--- src/rtl/fifo_pkg.sv ---
// Shared helpers for the word packer: width/depth legality checks, count width,
// and default-configuration types.
package fifo_pkg;

    function automatic int multiple(input int out_w, input int in_w);
        return out_w / in_w;
    endfunction

    function automatic int count_w(input int depth);
        return $clog2(depth) + 1;
    endfunction

    function automatic bit is_pow2(input int v);
        return (v > 0) && ((v & (v - 1)) == 0);
    endfunction

    // Output width must be the input width times a power of two of at least 2.
    function automatic bit widths_ok(input int in_w, input int out_w);
        return (in_w > 0) && (out_w % in_w == 0) &&
               (multiple(out_w, in_w) >= 2) && is_pow2(multiple(out_w, in_w));
    endfunction

    function automatic bit depth_ok(input int depth);
        return (depth >= 2) && is_pow2(depth);
    endfunction

    localparam int DEF_IN_WIDTH  = 32;
    localparam int DEF_OUT_WIDTH = 64;
    localparam int DEF_OUT_DEPTH = 4;
    localparam int DEF_MULTIPLE  = multiple(DEF_OUT_WIDTH, DEF_IN_WIDTH);
    localparam int DEF_CNT_W     = count_w(DEF_OUT_DEPTH);

    typedef logic [DEF_MULTIPLE-1:0] keep_t;

endpackage

--- src/rtl/fifo_word_buf.sv ---
// Synchronous register FIFO with first-word-fall-through head; count is the
// single source of truth for full/empty, pointers simply wrap.
module fifo_word_buf
    import fifo_pkg::*;
#(
    parameter int WIDTH = 66,
    parameter int DEPTH = 4,
    parameter int CNT_W = count_w(DEPTH)
) (
    input  logic             clk,
    input  logic             rst,
    input  logic             push,
    input  logic [WIDTH-1:0] push_data,
    input  logic             pop,
    output logic [WIDTH-1:0] head_data,
    output logic [CNT_W-1:0] count
);

    localparam int PTR_W = $clog2(DEPTH);

    logic [WIDTH-1:0] mem [DEPTH];
    logic [PTR_W-1:0] wr_ptr;
    logic [PTR_W-1:0] rd_ptr;
    logic             do_push;
    logic             do_pop;

    assign do_push   = push && (count < CNT_W'(DEPTH));
    assign do_pop    = pop && (count != '0);
    assign head_data = mem[rd_ptr];

    always_ff @(posedge clk) begin
        if (rst) begin
            wr_ptr <= '0;
            rd_ptr <= '0;
            count  <= '0;
            // NOTE: storage is cleared on reset so the head reads zero afterwards.
            for (int i = 0; i < DEPTH; i++) mem[i] <= '0;
        end else begin
            if (do_push) begin
                mem[wr_ptr] <= push_data;
                wr_ptr      <= wr_ptr + PTR_W'(1);
            end
            if (do_pop) rd_ptr <= rd_ptr + PTR_W'(1);
            case ({do_push, do_pop})
                2'b10:   count <= count + CNT_W'(1);
                2'b01:   count <= count - CNT_W'(1);
                default: count <= count;
            endcase
        end
    end

endmodule

--- src/rtl/fifo_word_packer.sv ---
// Packs IN_WIDTH slices MSB-first into OUT_WIDTH words and buffers them (FWFT).
// Define PACKER_FLUSH_EN to let in_last commit a partial word early.
module fifo_word_packer
    import fifo_pkg::*;
#(
    parameter  int IN_WIDTH  = 32,
    parameter  int OUT_WIDTH = 64,
    parameter  int OUT_DEPTH = 4,
    localparam int MULTIPLE  = multiple(OUT_WIDTH, IN_WIDTH),
    localparam int CNT_W     = count_w(OUT_DEPTH)
) (
    input  logic                 clk,
    input  logic                 rst,
    input  logic                 in_valid,
    input  logic [IN_WIDTH-1:0]  in_data,
    input  logic                 in_last,
    output logic                 in_ready,
    output logic                 out_valid,
    output logic [OUT_WIDTH-1:0] out_data,
    output logic [MULTIPLE-1:0]  out_keep,
    input  logic                 out_ready,
    output logic [CNT_W-1:0]     out_count
);

    localparam int SEL_W = $clog2(MULTIPLE);

    if (!widths_ok(IN_WIDTH, OUT_WIDTH)) begin : g_bad_widths
        $error("fifo_word_packer: OUT_WIDTH must be IN_WIDTH * 2^n, n >= 1");
    end
    if (!depth_ok(OUT_DEPTH)) begin : g_bad_depth
        $error("fifo_word_packer: OUT_DEPTH must be a power of 2, >= 2");
    end

    logic [SEL_W-1:0]     sel;
    logic [SEL_W-1:0]     slot;
    logic [OUT_WIDTH-1:0] acc;
    logic [MULTIPLE-1:0]  keep;
    logic [OUT_WIDTH-1:0] beat_word;
    logic [MULTIPLE-1:0]  beat_keep;
    logic                 accept;
    logic                 flush;
    logic                 commit;
    logic [OUT_WIDTH-1:0] head_data;
    logic [MULTIPLE-1:0]  head_keep;

`ifdef PACKER_FLUSH_EN
    assign flush = in_last;
`else
    logic unused_in_last;
    assign flush          = 1'b0;
    assign unused_in_last = in_last;
`endif

    // First slice of a word lands in the most significant position.
    assign slot   = SEL_W'(MULTIPLE - 1) - sel;
    assign accept = in_valid && in_ready;
    assign commit = accept && ((sel == SEL_W'(MULTIPLE - 1)) || flush);

    // NOTE: every always_comb output gets a default first so no latch is inferred.
    always_comb begin
        beat_word = '0;
        beat_keep = '0;
        beat_word[int'(slot)*IN_WIDTH +: IN_WIDTH] = in_data;
        beat_keep[slot] = 1'b1;
    end

    // NOTE: sequential state uses non-blocking assignments only.
    always_ff @(posedge clk) begin
        if (rst) begin
            sel  <= '0;
            acc  <= '0;
            keep <= '0;
        end else if (accept) begin
            if (commit) begin
                sel  <= '0;
                acc  <= '0;
                keep <= '0;
            end else begin
                sel  <= sel + SEL_W'(1);
                acc  <= acc | beat_word;
                keep <= keep | beat_keep;
            end
        end
    end

    fifo_word_buf #(
        .WIDTH (MULTIPLE + OUT_WIDTH),
        .DEPTH (OUT_DEPTH),
        .CNT_W (CNT_W)
    ) u_out_buf (
        .clk       (clk),
        .rst       (rst),
        .push      (commit),
        .push_data ({keep | beat_keep, acc | beat_word}),
        .pop       (out_ready),
        .head_data ({head_keep, head_data}),
        .count     (out_count)
    );

    // in_ready depends only on the registered count, never on out_ready.
    assign in_ready  = (out_count < CNT_W'(OUT_DEPTH));
    assign out_valid = (out_count != '0);
    assign out_data  = out_valid ? head_data : '0;
    assign out_keep  = out_valid ? head_keep : '0;

endmodule
--- config.mk ---
export PLATFORM = sky130hd
export DESIGN_NAME = fifo_word_packer
export DESIGN_NICKNAME = d
export VERILOG_FILES = /design/src/rtl/fifo_pkg.sv /design/src/rtl/fifo_word_buf.sv /design/src/rtl/fifo_word_packer.sv
export SDC_FILE = /design/constraint.sdc
export NUM_CORES = 1
export LEC_CHECK = 0
export CORE_UTILIZATION = 55
export DETAILED_ROUTE_END_ITERATION = 16
export PLACE_DENSITY = 0.76
export SYNTH_ARGS = -nofsm -noshare
export SYNTH_HDL_FRONTEND = slang
export SYNTH_HIERARCHICAL = 1
export SYNTH_SLANG_ARGS = --single-unit
--- constraint.sdc ---
create_clock -name clk -period 8.6 [get_ports clk]
set_input_delay 2.58 -clock clk [delete_from_list [all_inputs] [get_ports clk]]
set_output_delay 2.58 -clock clk [all_outputs]
set_load 0.01 [all_outputs]
==> out/metrics.sh, run 1 <==
STATUS='finished, violations left'
FAILING_CHECKS='DRC'
MAXSLEWHEADROOM_PCT=29.0
HOLD_PATH.CLASS='reg -> reg'
SYNTH-WARNING-COUNT=6
MAX-VDD-IR-DROP_uV=194
CTSLONGESTPATHBUFFERS=3
UNREPAIRED_SETUP_ENDPOINTS_AFTER_GLOBAL_ROUTING='false'
WORST_SETUP_PATH_START_KIND='flop'
SYN-NUM-NETS=1055
REPORT.FINAL.SLEW_VIOL_COUNT=0
ANTENNA_VIOLATING_NETS_POST_ROUTE=0
FIRSTDRTPASSITERS=11
WORSTPATHMAXFANOUT=48
CTS_BUF_COUNT=35
CTSRESIZECOUNT=0
SYNTH_TOP_AREA_SHARE_PCT=53.6
MOSTFREQUENTLAYOUTCELL='sky130_fd_sc_hd__and2_1'
CAP_VIOLATIONS=0
CLOCK-ROOT-BUFFER='sky130_fd_sc_hd__clkbuf_16'
FLOW.AREA_GROWTH_FROM_SYNTHESIS_PCT=16.2
MAX_FREQ_MHz=169
CLOCK_LATENCY_NS=0.52
TIMING.CRITICAL_PATH.ARRIVAL_NS=3.32
SYN_AVG_CELL_AREA_SQ_UM=14.6
YOSYS.AREA_SHARE.ADDER_PCT=0.220
FINAL.SETUP_SKEW_NS=0.0208
POST_ROUTE_DRC_VIOLATION_COUNT=9
WORSTMARGINPINSLEW_NS=1.07
SYNTH.LARGEST_AREA_CELL='sky130_fd_sc_hd__edfxtp_1'
YS.FLOP_TYPE='sky130_fd_sc_hd__edfxtp_1'
SYN_AREA_SQ_UM=14800
DIEHEIGHT_MICRONS=166
TRITONCTS='yes'
GRTUSAGETOTAL_PCT=23.1
AREA_FRACTION_IN_COMPOUND_GATES_AFTER_SYNTHESIS_PCT=4.83
IO_BUFFERS=106
TIMING_HOLD_VIOLATIONS_FINAL=0
SYNTH.FF_LATCH_COUNT=340
CLK_PIN_SLEW_WORST_PATHS_NS=0.06
SYNTH_TOP_FAMILY_BY_AREA='simple AND/OR/NAND/NOR gates'
ROUTABILITY_CONGESTION_ESTIMATE_FROM_GLOBAL_PLACEMENT=0.724
FINAL.MIN_CLOCK_PERIOD_NS=5.90
MOST_FREQUENT_CELLS_IN_THE_LAYOUT='364 x sky130_fd_sc_hd__and2_1, 264 x sky130_fd_sc_hd__edfxtp_1, 106 x sky130_fd_sc_hd__clkdlybuf4s50_1, 73 x sky130_fd_sc_hd__dfxtp_1, 66 x sky130_fd_sc_hd__mux4_2'
NUMBER_OF_DISTINCT_STANDARD_CELLS_REFERENCED_BY_THE_SYNTHESIZED_NETLIST=38
SETUP_TOTAL_NEGATIVE_SLACK_NS=0
DETAILED_PLACE_HPWL_MICRONS=16300
H-TREE-DEPTH=2
GRT_OVERFLOW=0
YOSYS-MUX-AREA-FRACTION_PCT=10.0
TIMING_WORST_SETUP_PATH_TYPE='reg -> out'
PERIOD_SHARE_PCT=68.6
FINALSETUPVIOLATIONS=0
CORE_REGION_AREA_SQ_UM=26200
NUMBER_OF_ENABLE_TYPE_REGISTER_CELLS_IN_THE_SYNTHESIZED_NETLIST=264
FLOORPLAN.IO_PINS=108
POWER.DENSITY_nW_PER_UM2=250
CRITICAL_PATH_REQUIRED_NS=6.02
PIN_COUNT_OF_THE_BIGGEST_NET_ENTERING_GLOBAL_ROUTING=68
POST_SYNTH_MAIN_AREA_CONTRIBUTORS='sky130_fd_sc_hd__edfxtp_1 54%, sky130_fd_sc_hd__and2_1 15%, sky130_fd_sc_hd__dfxtp_1 10%'
FP-ROW-COUNT=59
P_LEAK_uW=0.00664
DETAIL_ROUTE.WIRELENGTH_MICRONS=30800
SYNTH-ASYNC-RESET-RATIO_PCT=0
TRITONCTS_NUM_SINKS=340
NUM_VIAS=8249
DIE_AREA_SQ_UM=27600
FP.DIEW_MICRONS=166
INITIAL_STANDARD_CELL_UTILIZATION_OF_THE_CORE_PCT=56.4
FINALCOREUTILIZATION_PCT=65.6
SYNTHCELLS=1016
SYNTH-SIMPLE-AREA-SHARE_PCT=17.5
SYNTH-XOR-AREA-SHARE_PCT=0.414
SYNTH-SEQ-AREA-SHARE_PCT=63.9
WIRE_PER_INST_MICRONS=21.0
ANTENNA_FOUND_INITIAL=1
DRIVE_ABOVE_1_SHARE_PCT=13.8
SETUP.WORST_PATH.END_CLASS='output port'
FINALNETCOUNT=1144
DRT_ITER0_MARKERS=685
CTS_HOLD_BUFFERS=0
ANTENNA_CELLS=0
AVGVIACOUNTPERCELL=5.62
CTS_SETUP_BUFFERS=0
NUMBER_OF_GLOBAL_ROUTE_VIAS_BEFORE_REPAIR=8716
GRT_PASS1_WL_MICRONS=48700
[cells in the mapped netlist (4+ instances only)]
master and count:
sky130_fd_sc_hd__and2_1 364, sky130_fd_sc_hd__edfxtp_1 264, sky130_fd_sc_hd__dfxtp_1 76, sky130_fd_sc_hd__mux4_2 66, sky130_fd_sc_hd__a21o_1 65, sky130_fd_sc_hd__nor2_1 43
sky130_fd_sc_hd__a21oi_1 34, sky130_fd_sc_hd__buf_2 25, sky130_fd_sc_hd__clkbuf_1 13, sky130_fd_sc_hd__buf_6 10, sky130_fd_sc_hd__clkbuf_2 7, sky130_fd_sc_hd__inv_1 6
sky130_fd_sc_hd__buf_1 5, sky130_fd_sc_hd__buf_4 4, sky130_fd_sc_hd__buf_8 4, sky130_fd_sc_hd__xor2_1 4
[critical path, cell delays in order (launching register included)]
cell and delay [ns]:
sky130_fd_sc_hd__dfxtp_4 1.02, sky130_fd_sc_hd__buf_4 0.51, sky130_fd_sc_hd__mux4_2 0.55, sky130_fd_sc_hd__and2_1 0.19, sky130_fd_sc_hd__clkdlybuf4s50_1 0.49
[power by group]
group | switching [uW] | leakage (uW) | internal (uW) | total (uW)
logic | 380 | 0.00270 | 414 | 795
registers | 92.4 | 0.00335 | 1860 | 1960
clock network | 627 | 0.000581 | 915 | 1540
total | 1100 | 0.00664 | 3190 | 4290
[per-stage QoR]
stage | setup WS [ns] | area (sq um) | instances | hold slack, ns | total power [uW]
6_report | 2.70 | 17200 | 1467 | 0.460 | 4290
5_1_grt | 2.45 | 17200 | 1467 | 0.476 | 4450
4_1_cts | 2.58 | 17200 | 1467 | 0.460 | 4330
3_5_place_dp | 2.68 | 16000 | 1403 | 0.439 | 2800
3_3_place_gp | 2.71 | 16000 | 1403 | 0.434 | 2780
2_1_floorplan | 1.55 | 14800 | 1016 | 0.421 | 2480
[flip-flops by register name, indices dropped and copies added (netlist names), named ones only]
signal	count
acc	64
keep	1
sel	1
u_out_buf/rd_ptr	2
u_out_buf/wr_ptr	2
u_out_buf/count	3
u_out_buf/mem	264
[path summary, 6_finish.rpt]
path	slack, ns	endpoint	cells after the start	start
setup / recovery	2.70	out_data[10]	4	flop
hold / removal	0.46	flop	1	flop
hold reg to reg	0.46	flop	1	flop
setup reg to reg	5.23	u_out_buf/mem[3][53]	6	u_out_buf/count[2]
[final cells by class]
class / instances / area [sq um]
multi-input cells: 601 / 4940
inverters: 7 / 26.3
well taps: 335 / 419
fillers: 1804 / 9020
clock buffers: 43 / 947
repair buffers: 120 / 1170
flip-flops and latches: 340 / 9460
clock inverters: 21 / 236
[metal layers]
metal	share of wire [%]	vias up	GRT usage (%)	wire length, microns
li1	-	3798	-	-
met1	43	4158	30.7	13100
met2	50	248	40.1	15500
met3	5.5	43	3.38	1690
met4	1.5	2	5.93	463
met5	0.039	-	0	12
[cell families after synthesis]
logic type / Yosys count
simple gates: 420
flops: 340
mux: 66
buf+inv: 75
compound gates: 106
fa+ha+maj: 2
xor+xnor: 7
(Power assumes the default switching activity.)
==> run 2: changes to the inputs <==
--- a/config.mk
+++ b/config.mk
@@ -5,7 +5,7 @@
 export SDC_FILE = /design/constraint.sdc
 export NUM_CORES = 1
 export LEC_CHECK = 0
-export CORE_UTILIZATION = 55
+export CORE_UTILIZATION = 53
 export DETAILED_ROUTE_END_ITERATION = 16
 export PLACE_DENSITY = 0.76
 export SYNTH_ARGS = -nofsm -noshare
==> constraint.sdc (replaced) <==
create_clock -name clk -period 4.7 [get_ports clk]
set_input_delay 1.41 -clock clk [delete_from_list [all_inputs] [get_ports clk]]
set_output_delay 1.41 -clock clk [all_outputs]
set_load 0.01 [all_outputs]
==> run 2 against run 1 <==
The run now ends clean. Final cell count up 3.2%. Global-route usage about the same. Core utilization down 1.9 points. Sequential share of layout area down 0.41 points. Largest cell class unchanged. Critical path depth down 1. Design area up 0.76%.
==> out/metrics.sh, run 2 (synthesis gave the netlist of run 1 again) <==
SETUP_TOTAL_NEGATIVE_SLACK_NS=0
CTS_SETUP_BUFFERS=0
WIRE_PER_INST_MICRONS=21.0
REPORT.FINAL.SLEW_VIOL_COUNT=0
POST_ROUTE_DRC_VIOLATION_COUNT=0
IO_BUFFERS=106
CTSRESIZECOUNT=0
HOLD_PATH.CLASS='reg -> reg'
SWITCHING_POWER_uW=1960
FLOW.AREA_GROWTH_FROM_SYNTHESIS_PCT=17.1
GLOBAL_ROUTE.USAGE.MET2_PCT=40.2
FIRSTDRTPASSITERS=5
CRIT-REG2REG-CAPTURE='u_out_buf/count[2]'
TRITONCTS_NUM_SINKS=340
TIMING_WORST_SETUP_PATH_TYPE='reg -> out'
SEQCELLAREA_SQ_UM=9460
BEGINNING_OF_THE_WORST_REGISTER_TO_REGISTER_PATH='u_out_buf/count[2]'
LARGESTREGISTERS='u_out_buf/mem x264, acc x64, u_out_buf/count x3'
H-TREE-DEPTH=2
CRIT_START='u_out_buf/count[2]'
DIE_AREA_SQ_UM=28600
WORST_HOLD_PATH.NUM_CELLS=1
ROUTABILITY_CONGESTION_ESTIMATE_FROM_GLOBAL_PLACEMENT=0.710
FP-ROW-COUNT=60
DIEHEIGHT_MICRONS=169
CLOCK_LATENCY_NS=0.51
MOSTFREQUENTLAYOUTCELL='sky130_fd_sc_hd__and2_1'
MAX_FREQ_MHz=238
GR-USAGE-MET1_PCT=30.3
CRIT_PATH_MAX_INCR_DELAY_NS=0.71
CELLINTERNALPOWER_uW=5790
FLOORPLAN.IO_PINS=108
TIMING_HOLD_VIOLATIONS_FINAL=0
STATUS='finished, final reports clean'
CLOCK_POWER_SHARE_PCT=34.6
LAYER_WITH_THE_HIGHEST_USAGE='met2'
DRIVE_ABOVE_1_SHARE_PCT=14.1
CLK_PIN_SLEW_WORST_PATHS_NS=0.06
NUMBER_OF_CELLS_ON_THE_WORST_REG_TO_REG_PATH=10
MAX-VDD-IR-DROP_uV=281
CTSLONGESTPATHBUFFERS=3
PIN_COUNT_OF_THE_BIGGEST_NET_ENTERING_GLOBAL_ROUTING=68
PERIOD_SHARE_PCT=89.4
SEQ_POWER_SHARE_PCT=45.4
TIMING.CRITICAL_PATH.ARRIVAL_NS=2.79
FINAL.MIN_CLOCK_PERIOD_NS=4.20
ANTENNA_VIOLATING_NETS_POST_ROUTE=0
CRITICAL_PATH_BUF_INV_COUNT=1
TOP_REGISTER='u_out_buf/mem'
CRITICAL_PATH.TOP_DELAY_FAMILY='simple AND/OR/NAND/NOR gates'
CAP_VIOLATIONS=0
WORSTPATHMAXFANOUT=67
CRITICAL_PATH_REQUIRED_NS=3.29
ANTENNA_FOUND_INITIAL=1
DETAIL_ROUTE.WIRELENGTH_MICRONS=31800
SWSHARE_PCT=25.3
GRT_PASS1_WL_MICRONS=49500
POWER.SHARE.COMBINATIONAL_PCT=20.0
MAXSLEWHEADROOM_PCT=34.4
GRT.MET3_USAGE_PCT=3.18
NUMBER_OF_FLIP_FLOPS_IN_THE_LARGEST_REGISTER=264
NUMBER_OF_GLOBAL_ROUTE_VIAS_BEFORE_REPAIR=8785
FINALSETUPVIOLATIONS=0
P_LEAK_uW=0.00668
FILLCELLCOUNT=1990
FINAL.SETUP.WORST_SLACK_NS=0.497
GRT_OVERFLOW=0
WORSTPATHCELLLIST='or3_4 > and2_1 > clkdlybuf4s50_1'
DETAILED_PLACE_HPWL_MICRONS=17700
PRE_CTS_WS_NS=0.836
CORE_REGION_AREA_SQ_UM=27200
MULTI_INPUT_GATE_AREA_SQ_UM=4940
POWER.DENSITY_nW_PER_UM2=447
AVGVIACOUNTPERCELL=5.48
MOST_FREQUENT_CELLS_IN_THE_LAYOUT='364 x sky130_fd_sc_hd__and2_1, 264 x sky130_fd_sc_hd__edfxtp_1, 106 x sky130_fd_sc_hd__clkdlybuf4s50_1, 73 x sky130_fd_sc_hd__dfxtp_1, 66 x sky130_fd_sc_hd__mux4_2'
DRT_ITER0_MARKERS=764
INITIAL_STANDARD_CELL_UTILIZATION_OF_THE_CORE_PCT=54.4
FP.DIEW_MICRONS=169
GRTUSAGETOTAL_PCT=23.1
NUM_VIAS=8293
CLOCK-ROOT-BUFFER='sky130_fd_sc_hd__clkbuf_16'
CTS_BUF_COUNT=36
FINALNETCOUNT=1154
SETUP.WORST_PATH.END_CLASS='output port'
WORSTMARGINPINSLEW_NS=0.982
UNREPAIRED_SETUP_ENDPOINTS_AFTER_GLOBAL_ROUTING='false'
REGTOREGSETUPSLACK_NS=1.98
TRITONCTS='yes'
FINAL.SETUP_SKEW_NS=0.0155
CRIT_SLOWEST_CELL='sky130_fd_sc_hd__dfxtp_1'
CTS_HOLD_BUFFERS=0
WORST_SETUP_PATH_START_KIND='flop'
## run 2: cell types whose count changed in the layout (fill, tap and decap cells not counted), sizes merged
cell	delta
clkbuf	+13
bufinv	-4
buf	+9
diode	+1
inv	-3
clkinvlp	-2
clkinv	-4
## run 2: cell type report
class | instances | share of cell area, %
diodes | 1 | 0.0144
clock buffers | 56 | 6.34
clock inverters | 8 | 0.217
inverters | 7 | 0.152
multi-input cells | 601 | 28.5
flip-flops and latches | 340 | 54.6
well taps | 372 | 2.69
repair buffers | 129 | 7.48
## run 2: power groups by stage
stage	sequential, uW	combinational (uW)	clock, uW
after floorplan	3520	1010	0
after global placement	3570	1550	0
after detailed placement	3580	1570	0
after CTS	3520	1580	2710
after global routing	3540	1680	2820
final	3520	1550	2680
## run 2: metal layers
layer / share of wire, % / wire length [microns]
met3: 6.5 / 2070
met1: 41 / 13000
met4: 2.1 / 656
met2: 51 / 16100
met5: 0 / 0
## run 2: how the worst max path moves through the flow
stage / endpoint / slack, ns / cells past startpoint
2_1_floorplan: u_out_buf/mem[1][0] / 0.24 / 6
3_3_place_gp: u_out_buf/count[2] / 0.86 / 11
3_5_place_dp: u_out_buf/count[2] / 0.84 / 11
4_1_cts: out_data[2] / 0.44 / 3
5_1_grt: out_data[11] / 0.31 / 3
6_report: out_data[11] / 0.50 / 3
## run 2: per-stage QoR
step	instance area [sq um]	cells	total power (uW)	hold WS [ns]	util, %
floorplan	14800	1016	4530	0.421	-
global placement	16200	1449	5120	0.434	59.5
detailed placement	16200	1449	5150	0.438	59.5
CTS	17300	1513	7810	0.457	63.7
global route	17300	1514	8040	0.476	63.7
finish	17300	1514	7750	0.452	63.7
==> run 3: changes to the inputs <==
--- a/config.mk
+++ b/config.mk
@@ -7,7 +7,7 @@
 export LEC_CHECK = 0
 export CORE_UTILIZATION = 53
 export DETAILED_ROUTE_END_ITERATION = 16
-export PLACE_DENSITY = 0.76
+export PLACE_DENSITY_LB_ADDON = 0.12
 export SYNTH_ARGS = -nofsm -noshare
 export SYNTH_HDL_FRONTEND = slang
 export SYNTH_HIERARCHICAL = 1
==> run 3 against run 2 <==
Critical path type unchanged. Largest cell class unchanged. Sequential power about the same. Final cell count increased by 0.66%. Count of clock-buffer cells in the layout decreased by 2.
==> out/metrics.sh, run 3 (synthesis gave the netlist of run 1 again) <==
FINALNETCOUNT=1162
CAP_VIOLATIONS=0
WORST_SETUP_PATH_START_KIND='flop'
LARGESTREGISTERS='u_out_buf/mem x264, acc x64, u_out_buf/count x3'
TIMING_HOLD_VIOLATIONS_FINAL=0
NUM_VIAS=8175
WORSTPATHCELLLIST='or3_4 > and2_1 > clkdlybuf4s50_1'
CTS_SETUP_BUFFERS=0
DETAILED_PLACE_HPWL_MICRONS=17900
HOLDWS_NS=0.457
MAX_FREQ_MHz=237
POWER.SHARE.COMBINATIONAL_PCT=19.8
POWER.DENSITY_nW_PER_UM2=453
CLOCK-ROOT-BUFFER='sky130_fd_sc_hd__clkbuf_16'
WORSTMARGINPINSLEW_NS=0.914
MULTI_INPUT_GATE_AREA_SQ_UM=4940
P_LEAK_uW=0.00676
CRITICAL_PATH_BUF_INV_COUNT=1
HOLD_PATH.CLASS='reg -> reg'
CTS_BUF_COUNT=37
CLOCK_LATENCY_NS=0.52
SETUP_TOTAL_NEGATIVE_SLACK_NS=0
FP.DIEW_MICRONS=169
CLOCK_POWER_SHARE_PCT=35.7
DRIVE_ABOVE_1_SHARE_PCT=14.8
MOSTFREQUENTLAYOUTCELL='sky130_fd_sc_hd__and2_1'
PERIOD_SHARE_PCT=89.9
SEQ_POWER_SHARE_PCT=44.4
GRT_PASS1_WL_MICRONS=49600
GRTUSAGETOTAL_PCT=23.3
CTS_HOLD_BUFFERS=0
WORSTPATHMAXFANOUT=67
UNREPAIRED_SETUP_ENDPOINTS_AFTER_GLOBAL_ROUTING='false'
FLOW.AREA_GROWTH_FROM_SYNTHESIS_PCT=18.0
IO_BUFFERS=106
SWSHARE_PCT=25.6
DETAIL_ROUTE.WIRELENGTH_MICRONS=31400
POST_ROUTE_DRC_VIOLATION_COUNT=0
ANTENNA_CELLS=0
NUMBER_OF_FLIP_FLOPS_IN_THE_LARGEST_REGISTER=264
ANTENNA_FOUND_INITIAL=0
FINALCOREUTILIZATION_PCT=64.2
SWITCHING_POWER_uW=2020
TIMING_WORST_SETUP_PATH_TYPE='reg -> out'
CRIT_SLOWEST_CELL='sky130_fd_sc_hd__or3_4'
CRIT_PATH_MAX_INCR_DELAY_NS=0.72
MOST_FREQUENT_CELLS_IN_THE_LAYOUT='364 x sky130_fd_sc_hd__and2_1, 264 x sky130_fd_sc_hd__edfxtp_1, 106 x sky130_fd_sc_hd__clkdlybuf4s50_1, 74 x sky130_fd_sc_hd__dfxtp_1, 66 x sky130_fd_sc_hd__mux4_2'
FLOORPLAN.IO_PINS=108
FINAL_CELLS=1524
WIRE_PER_INST_MICRONS=20.6
DIE_AREA_SQ_UM=28600
REPORT.FINAL.SLEW_VIOL_COUNT=0
H-TREE-DEPTH=2
FINAL.MIN_CLOCK_PERIOD_NS=4.23
CRITICAL_PATH.TOP_DELAY_FAMILY='simple AND/OR/NAND/NOR gates'
FILLCELLCOUNT=2109
SEQCELLAREA_SQ_UM=9450
CTSLONGESTPATHBUFFERS=3
TRITONCTS_NUM_SINKS=340
TRITONCTS='yes'
SETUP.WORST_PATH.END_CLASS='output port'
TOP_REGISTER='u_out_buf/mem'
STATUS='finished, final reports clean'
CLK_PIN_SLEW_WORST_PATHS_NS=0.06
FINAL.SETUP_SKEW_NS=0.0179
MAXSLEWHEADROOM_PCT=38.9
CRITICAL_PATH_REQUIRED_NS=3.29
CORE_REGION_AREA_SQ_UM=27200
FIRSTDRTPASSITERS=5
AVGVIACOUNTPERCELL=5.36
ANTENNA_VIOLATING_NETS_POST_ROUTE=0
MAX-VDD-IR-DROP_uV=331
PIN_COUNT_OF_THE_BIGGEST_NET_ENTERING_GLOBAL_ROUTING=68
FINALSETUPVIOLATIONS=0
NUMBER_OF_GLOBAL_ROUTE_VIAS_BEFORE_REPAIR=8690
CELLINTERNALPOWER_uW=5880
INITIAL_STANDARD_CELL_UTILIZATION_OF_THE_CORE_PCT=54.4
ROUTABILITY_CONGESTION_ESTIMATE_FROM_GLOBAL_PLACEMENT=0.729
GRT_OVERFLOW=0
CTSRESIZECOUNT=0
DIEHEIGHT_MICRONS=169
DRT_ITER0_MARKERS=607
FP-ROW-COUNT=60
PLACE_INST=1456
TIMING.CRITICAL_PATH.ARRIVAL_NS=2.82
## run 3: changes by cell type in the layout (fill, tap and decap cells not counted), sizes merged
cell    change
buf         +7
clkinv      +3
inv         +2
bufinv      +1
diode       -1
clkbuf      -2
## run 3: routing by layer
metal	GRT usage, %	part of all wire [%]	up-vias
li1	-	-	3835
met1	32.2	44	4094
met2	39.8	50	216
met3	3.16	4.7	30
met4	4.90	1.2	0
met5	0	0	-
## run 3: stage by stage
stage	instance area (sq um)	setup WS, ns	power (uW)
final	17500	0.474	7900
after global routing	17500	0.282	8230
after CTS	17500	0.436	7990
after detailed placement	16300	0.680	5170
after global placement	16300	0.694	5160
after floorplan	14800	0.236	4530
## run 3: layout make-up
| type | count | area share [%] |
|---|---|---|
| clock buffer | 54 | 6.27 |
| clock inverter | 14 | 0.588 |
| inverter | 7 | 0.151 |
| multi-input combinational | 601 | 28.3 |
| sequential | 340 | 54.2 |
| tap | 372 | 2.67 |
| timing repair buffer | 136 | 7.87 |
## run 3: path summary, 6_finish.rpt
| kind | slack (ns) | startpoint | end | cells after the start |
|---|---|---|---|---|
| worst max-delay path | 0.47 | u_out_buf/count[2] | out_data[10] | 3 |
| worst min-delay path | 0.46 | acc[2] | acc[2] | 1 |
| worst max register to register | 2.03 | u_out_buf/count[2] | u_out_buf/count[2] | 10 |
| worst min register to register | 0.46 | acc[2] | acc[2] | 1 |
## run 3: power groups by stage
stage	combinational [uW]	clock (uW)	sequential, uW
3_5_place_dp	1590	0	3580
4_1_cts	1600	2880	3520
2_1_floorplan	1010	0	3520
3_3_place_gp	1590	0	3570
5_1_grt	1700	3000	3530
6_report	1570	2820	3510
